**src/rtl/delay_probe_ctrl_pkg.sv**
```systemverilog
// -----------------------------------------------------------------------------
// delay_probe_ctrl_pkg
//   Shared definitions for the delay-probe launch/capture controller:
//   FSM state encoding, the default discharge length and a small helper.
//   No ports (package).
// -----------------------------------------------------------------------------
`timescale 1ns/1ps

package delay_probe_ctrl_pkg;

    // Default number of discharge cycles per trial (launch held low).
    localparam int PRE_CYC_DEFAULT = 2;

    typedef enum logic [2:0] {
        IDLE      = 3'd0,
        PRECHARGE = 3'd1,
        LAUNCH    = 3'd2,
        CAPTURE   = 3'd3,
        DONE      = 3'd4
    } state_t;

    function automatic int max_int(input int a, input int b);
        return (a > b) ? a : b;
    endfunction

endpackage

```
**src/rtl/delay_probe_ctrl_sat.sv**
```systemverilog
// -----------------------------------------------------------------------------
// sat_counter
//   Up-counter with synchronous clear, count enable and saturation at
//   all-ones. Clear has priority over enable.
//
//   clk    in   system clock
//   rst_n  in   asynchronous active-low reset (count -> 0)
//   clr    in   synchronous clear
//   en     in   increment enable (no effect once saturated)
//   count  out  current count, W bits
// -----------------------------------------------------------------------------
`timescale 1ns/1ps

module sat_counter #(
    parameter int W = 32
) (
    input  logic         clk,
    input  logic         rst_n,
    input  logic         clr,
    input  logic         en,
    output logic [W-1:0] count
);

    // NOTE: sequential state is written with non-blocking assignments only,
    // so every flop samples pre-edge values regardless of process order.
    always_ff @(posedge clk or negedge rst_n) begin
        if (!rst_n) begin
            count <= '0;
        end else if (clr) begin
            count <= '0;
        end else if (en && (count != '1)) begin
            count <= count + W'(1);
        end
    end

endmodule

```
**src/rtl/delay_probe_ctrl.sv**
```systemverilog
// -----------------------------------------------------------------------------
// delay_probe_ctrl
//   Launch/capture controller for a delay-sensor path. Each trial discharges
//   the path (launch low for PRE_CYC cycles), launches a rising edge for D
//   cycles, samples the path output on the edge ending the last launch
//   cycle, and counts the trials whose sample was 1.
//
//   clk            in   system clock
//   rst_n          in   asynchronous active-low reset
//   start          in   one-cycle run request (ignored while busy)
//   num_trials     in   trial count N, latched at start
//   capture_delay  in   launch cycles before capture, latched at start (0 -> 1)
//   path_in        in   output of the delay path under test (sampled raw)
//   launch         out  registered drive of the delay path input
//   busy           out  high in every state except IDLE
//   done           out  one-cycle pulse in DONE
//   hit_count      out  trials whose captured sample was 1 (saturating)
//   cycle_count    out  PRECHARGE/LAUNCH/CAPTURE cycles of the run (saturating)
// -----------------------------------------------------------------------------
`timescale 1ns/1ps

module delay_probe_ctrl
    import delay_probe_ctrl_pkg::*;
#(
    parameter int CNT_W   = 32,
    parameter int TRIAL_W = 16,
    parameter int WAIT_W  = 8,
    parameter int PRE_CYC = PRE_CYC_DEFAULT
) (
    input  logic               clk,
    input  logic               rst_n,
    input  logic               start,
    input  logic [TRIAL_W-1:0] num_trials,
    input  logic [WAIT_W-1:0]  capture_delay,
    input  logic               path_in,
    output logic               launch,
    output logic               busy,
    output logic               done,
    output logic [CNT_W-1:0]   hit_count,
    output logic [CNT_W-1:0]   cycle_count
);

    // The phase timer must hold both PRE_CYC-1 and D-1.
    localparam int TMR_W = max_int(WAIT_W, $clog2(PRE_CYC + 1));
    localparam logic [TMR_W-1:0] PRE_LOAD = TMR_W'(PRE_CYC - 1);

    state_t             state, state_nxt;
    logic [TRIAL_W-1:0] trials_left, trials_nxt;
    logic [WAIT_W-1:0]  delay_q, delay_nxt;
    logic [TMR_W-1:0]   timer, timer_nxt;
    logic               sample_q, sample_nxt;
    logic               launch_nxt;
    logic               cnt_clr;
    logic               cycle_en;
    logic               hit_en;

    // ------------------------------------------------------------------
    // State and datapath registers
    // ------------------------------------------------------------------
    always_ff @(posedge clk or negedge rst_n) begin
        if (!rst_n) begin
            state       <= IDLE;
            trials_left <= '0;
            delay_q     <= '0;
            timer       <= '0;
            sample_q    <= 1'b0;
            launch      <= 1'b0;
        end else begin
            state       <= state_nxt;
            trials_left <= trials_nxt;
            delay_q     <= delay_nxt;
            timer       <= timer_nxt;
            sample_q    <= sample_nxt;
            launch      <= launch_nxt;
        end
    end

    // ------------------------------------------------------------------
    // Next-state and control decode
    // ------------------------------------------------------------------
    // NOTE: every signal written here gets a default first, so no path
    // through the case statement can leave one unassigned (no latches).
    always_comb begin
        state_nxt  = state;
        trials_nxt = trials_left;
        delay_nxt  = delay_q;
        timer_nxt  = timer;
        sample_nxt = sample_q;
        cnt_clr    = 1'b0;
        cycle_en   = 1'b0;
        hit_en     = 1'b0;

        case (state)
            IDLE: begin
                if (start) begin
                    cnt_clr = 1'b1;
                    if (num_trials != '0) begin
                        trials_nxt = num_trials;
                        // A zero capture delay still needs one launch cycle.
                        delay_nxt  = (capture_delay == '0) ? WAIT_W'(1) : capture_delay;
                        timer_nxt  = PRE_LOAD;
                        state_nxt  = PRECHARGE;
                    end else begin
                        state_nxt  = DONE;
                    end
                end
            end

            PRECHARGE: begin
                cycle_en = 1'b1;
                if (timer == '0) begin
                    timer_nxt = TMR_W'(delay_q) - TMR_W'(1);
                    state_nxt = LAUNCH;
                end else begin
                    timer_nxt = timer - TMR_W'(1);
                end
            end

            LAUNCH: begin
                cycle_en = 1'b1;
                if (timer == '0) begin
                    // Raw single-flop sample: metastability is part of the
                    // measurement, so there is deliberately no synchronizer.
                    sample_nxt = path_in;
                    state_nxt  = CAPTURE;
                end else begin
                    timer_nxt = timer - TMR_W'(1);
                end
            end

            CAPTURE: begin
                cycle_en   = 1'b1;
                hit_en     = sample_q;
                trials_nxt = trials_left - TRIAL_W'(1);
                if (trials_left == TRIAL_W'(1)) begin
                    state_nxt = DONE;
                end else begin
                    timer_nxt = PRE_LOAD;
                    state_nxt = PRECHARGE;
                end
            end

            DONE: begin
                state_nxt = IDLE;
            end

            default: begin
                state_nxt = IDLE;
            end
        endcase
    end

    // launch is registered from the next state so it is a clean flop output
    // that is high exactly during LAUNCH cycles.
    assign launch_nxt = (state_nxt == LAUNCH);

    assign busy = (state != IDLE);
    assign done = (state == DONE);

    // ------------------------------------------------------------------
    // Result counters
    // ------------------------------------------------------------------
    sat_counter #(.W(CNT_W)) u_hit_cnt (
        .clk   (clk),
        .rst_n (rst_n),
        .clr   (cnt_clr),
        .en    (hit_en),
        .count (hit_count)
    );

    sat_counter #(.W(CNT_W)) u_cycle_cnt (
        .clk   (clk),
        .rst_n (rst_n),
        .clr   (cnt_clr),
        .en    (cycle_en),
        .count (cycle_count)
    );

endmodule
```
**config.mk**
```make
export PLATFORM = sky130hd
export DESIGN_NAME = delay_probe_ctrl
export DESIGN_NICKNAME = d
export VERILOG_FILES = /design/src/rtl/delay_probe_ctrl_pkg.sv /design/src/rtl/delay_probe_ctrl_sat.sv /design/src/rtl/delay_probe_ctrl.sv
export SDC_FILE = /design/constraint.sdc
export NUM_CORES = 1
export LEC_CHECK = 0
export BUFFER_PORTS_ARGS = -buffer_cell sky130_fd_sc_hd__buf_4
export CAP_MARGIN = 10
export CORE_MARGIN = 1.5
export CORE_UTILIZATION = 49
export CTS_CLUSTER_SIZE = 40
export DETAILED_ROUTE_END_ITERATION = 16
export PLACE_DENSITY_LB_ADDON = 0.3
export SYNTH_ARGS = -nofsm -noshare
export SYNTH_HDL_FRONTEND = slang
export SYNTH_SLANG_ARGS = --single-unit
```
**constraint.sdc**
```tcl
create_clock -name clk -period 5.2 [get_ports clk]
set_input_delay 0 -clock clk [delete_from_list [all_inputs] [get_ports clk]]
set_output_delay 0 -clock clk [all_outputs]
set_load 0.01 [all_outputs]
```
==> reports/metrics.yaml <==
logic_synthesis:
  yosys_register_bits: 101
  syn_avg_cell_area_um2: 8.961
  ys_types: 72
  post_synth_inst_count: 656
  postSynth.topFlopCell: "sky130_fd_sc_hd__dfrtp_1"
  seq_area_frac_synth: 0.4300
  synth_area_um2: 5878
  synth_async_sr_flop_share: 1.000
  synth-edff-count: 0
  synthesis.yosys.warnings: 0
  syn-num-nets: 691
grt:
  first_global_vias: 5415
  grtUsageTotal: 0.2465
  grt_first_pass_wirelength_um: 25600
  grt_overflow_total: 0
  grt_start_max_net_pins: 64
  antenna_violations_before_repair: 0
routing:
  vias_per_cell: 6.177
  post-route-drc-count: 8
  dr.max_layer_used: "met4"
  detail-route-antenna-nets: 0
  wl_met2_um: 7494
  initialDrtViolationCount: 392
  post_drt_wl_per_cell_um: 16.72
  vias: 5584
  routed_wl_um: 15120
  iteration_count_of_the_initial_detailed_routing_pass: 12
  drt-met1-wl_um: 6541
  met3WireLength_um: 809
final_layout:
  final_cell_count_no_fill: 904
  diodes: 0
  layout.cell_area.non_filler_um2: 7233
  layout-drive-gt1-share: 0.1787
  design.final.nets: 791
  syn2layout_area_growth_pct: 23.05
die:
  dieWidth_um: 112.5
  core_region_area_um2: 11560
  die_h_um: 112.5
  rows: 39
  die_area_um2: 12660
  effective_utilization_at_floorplan: 0.5083
  io_pins: 95
pwr:
  p_leak_uw: 0.003136
  switchingPower_uw: 1008
  power_density_nw_per_um2: 385.4
  p_comb_frac: 0.317
  p_sw_frac: 0.3616
  power_frac_clock: 0.276
  cellInternalPower_uw: 1779
  seq_power_share: 0.407
  vdd_ir_drop_max_mv: 0.2160
timing:
  rsz0062_at_grt: "false"
  timing_worst_slew_pin_value_ns: 1.033
  final_period_minus_worst_setup_slack_ns: 2.828
  fin_worst_skew_ns: 0.008186
  relSlewSlack: 0.3113
  timing.final.crit_share: 0.5438
  hold_violations: 0
  setup_viol: 0
  finalMaxSlewViolations: 0
  maxClockFrequency_ghz: 0.3537
  total_negative_slack_ns: 0
setup_path:
  cp-end-kind: "flop"
  cp_bufs_invs: 1
  timing.critical_path.slowest_stage_cell: "sky130_fd_sc_hd__and2_1"
  timing.critical_path.slowest_cell_delay_ns: 0.74
  worst-path-max-fanout: 55
  worst-endpoint-arrival_ns: 3.09
  path_cells: "nor3_1 -> and2_2 -> buf_4 -> and2_1 -> a211oi_1 -> a311oi_1"
  worstSetupStartpointType: "flop"
  criticalPathCategory: "flop to flop"
  cp_data_required_time_ns: 5.46
  critical-path-top-delay-family: "simple AND/OR/NAND/NOR gates"
placement:
  detailed_place_hpwl_um: 10370
  gp_routability_congestion: 0.8332
  place.detailed.instances: 861
  postPlaceCellArea_um2: 6623
  buffer_ports.inserted: 94
run_status:
  status: "finished, violations left"
  violated_checks: "DRC"
flow_run:
  cap_violations: 0
cts:
  clk_path_buf_depth: 2
  cts.sink_count: 101
  cts.clk_slew.worst_paths_ns: 0.07
  cts_buffers: 9
  clock_insertion_delay_worst_skew_ns: 0.35
  ctsRootBufferMaster: "sky130_fd_sc_hd__clkbuf_16"
  tritoncts: "built"
  cts-htree-levels: 3
min_path:
  hp-class: "input port to flop"
[routing by layer]
layer,track usage,vias to the layer above
met5,0,-
met4,0.09789,0
met3,0.03780,18
met2,0.4184,192
met1,0.3181,2693
li1,-,2681
[area by class of cell]
type | instances | area, µm²
inverters | 14 | 52.55
flip-flops and latches | 101 | 2527
multi-input cells | 507 | 3143
well taps | 143 | 178.9
clock inverters | 3 | 65.06
fillers | 976 | 4332
repair buffers | 123 | 985.9
clock buffers | 13 | 280.3
[logic make-up after synthesis]
logic type	share of synthesized area
muxes	0.01213
DFF	0.4300
AOI/OAI and AO/OA	0.1841
and+or+nand+nor	0.2846
xor gates and xnor gates	0.03874
adders and majority gates	0.01490
buffers and inverters	0.03555
[per-stage QoR]
step	utilization	setup slack, ns	total power [µW]	hold slack [ns]
final	0.6254	2.372	2788	0.02437
after global routing	0.6254	2.022	2973	0.04185
after detailed placement	0.5727	2.397	2008	0.005832
after CTS	0.6250	2.342	2798	0.01274
after floorplan	-	2.979	1756	-0.2956
after global placement	0.5727	2.501	1964	-0.001630
[final timing paths]
| path | start | slack [ns] | cells past startpoint | to |
|---|---|---|---|---|
| max | state[1] | 2.37 | 6 | trials_left[10] |
| min | start | 0.02 | 4 | u_cycle_cnt.count[1] |
| max reg2reg | state[1] | 2.37 | 6 | trials_left[10] |
| min reg2reg | sample_q | 0.51 | 1 | sample_q |
| max in group asynchronous | rst_n | 3.85 | 3 | trials_left[14] |
| min in group asynchronous | rst_n | 0.16 | 2 | u_hit_cnt.count[15] |
[cell usage after synthesis, drive strengths merged, types with 8 or more instances]
cell | number | area (µm²)
a31oi | 8 | 50.05
xnor2 | 19 | 166.4
a211oi | 13 | 97.59
nand2 | 74 | 277.8
o211ai | 11 | 82.58
nand4 | 24 | 177.7
and3 | 8 | 50.05
nor4 | 20 | 146.4
buf | 12 | 73.82
dfrtp | 101 | 2527
nand3 | 30 | 150.1
o21ai | 41 | 205.2
clkbuf | 22 | 82.58
or4 | 18 | 142.6
and4 | 14 | 122.6
a21oi | 38 | 193.9
nor3 | 17 | 85.08
or3 | 19 | 118.9
o31ai | 14 | 105.1
nor2 | 54 | 202.7
inv | 14 | 52.55
[worst register-to-register path, cell delays in order (launching register included)]
cell and delay (ns):
sky130_fd_sc_hd__dfrtp_1 0.56, sky130_fd_sc_hd__nor3_1 0.38, sky130_fd_sc_hd__and2_2 0.21, sky130_fd_sc_hd__buf_4 0.48
sky130_fd_sc_hd__and2_1 0.74, sky130_fd_sc_hd__a211oi_1 0.10, sky130_fd_sc_hd__a311oi_1 0.26
[sequential cells by signal, indices dropped and copies added, names as in the netlist]
name,count
trials_left,16
sample_q,1
delay_q,8
timer,8
u_cycle_cnt.count,32
state,3
launch,1
u_hit_cnt.count,32
[what timing repair did]
action / 4_1_cts / 5_1_grt
endpoints found under the hold margin: 63 / 0
resized for setup: 0 / 0
hold buffers: 26 / 0
buffers inserted: 0 / 0
[power groups by stage]
stage                     Combinational (µW)  Clock (µW)  Sequential [µW]
after floorplan                          677           0             1080
after global placement                   829           0             1140
after detailed placement                 863           0             1150
after CTS                                882         784             1130
after global routing                    1000         812             1160
final                                    883         770             1130
[placed cells by master (no fill, tap or decap), types with 16 or more instances in the layout]
cell and n:
sky130_fd_sc_hd__nor3_1 17, sky130_fd_sc_hd__or3_1 19, sky130_fd_sc_hd__dfrtp_1 101, sky130_fd_sc_hd__nand4_1 21
sky130_fd_sc_hd__nor2_1 54, sky130_fd_sc_hd__a21oi_1 37, sky130_fd_sc_hd__dlygate4sd3_1 26, sky130_fd_sc_hd__buf_4 96
sky130_fd_sc_hd__xnor2_1 19, sky130_fd_sc_hd__nor4_1 18, sky130_fd_sc_hd__nand3_1 30, sky130_fd_sc_hd__nand2_1 74
sky130_fd_sc_hd__o21ai_0 39, sky130_fd_sc_hd__or4_1 16
No activity file was read; power rests on OpenSTA's default activity.
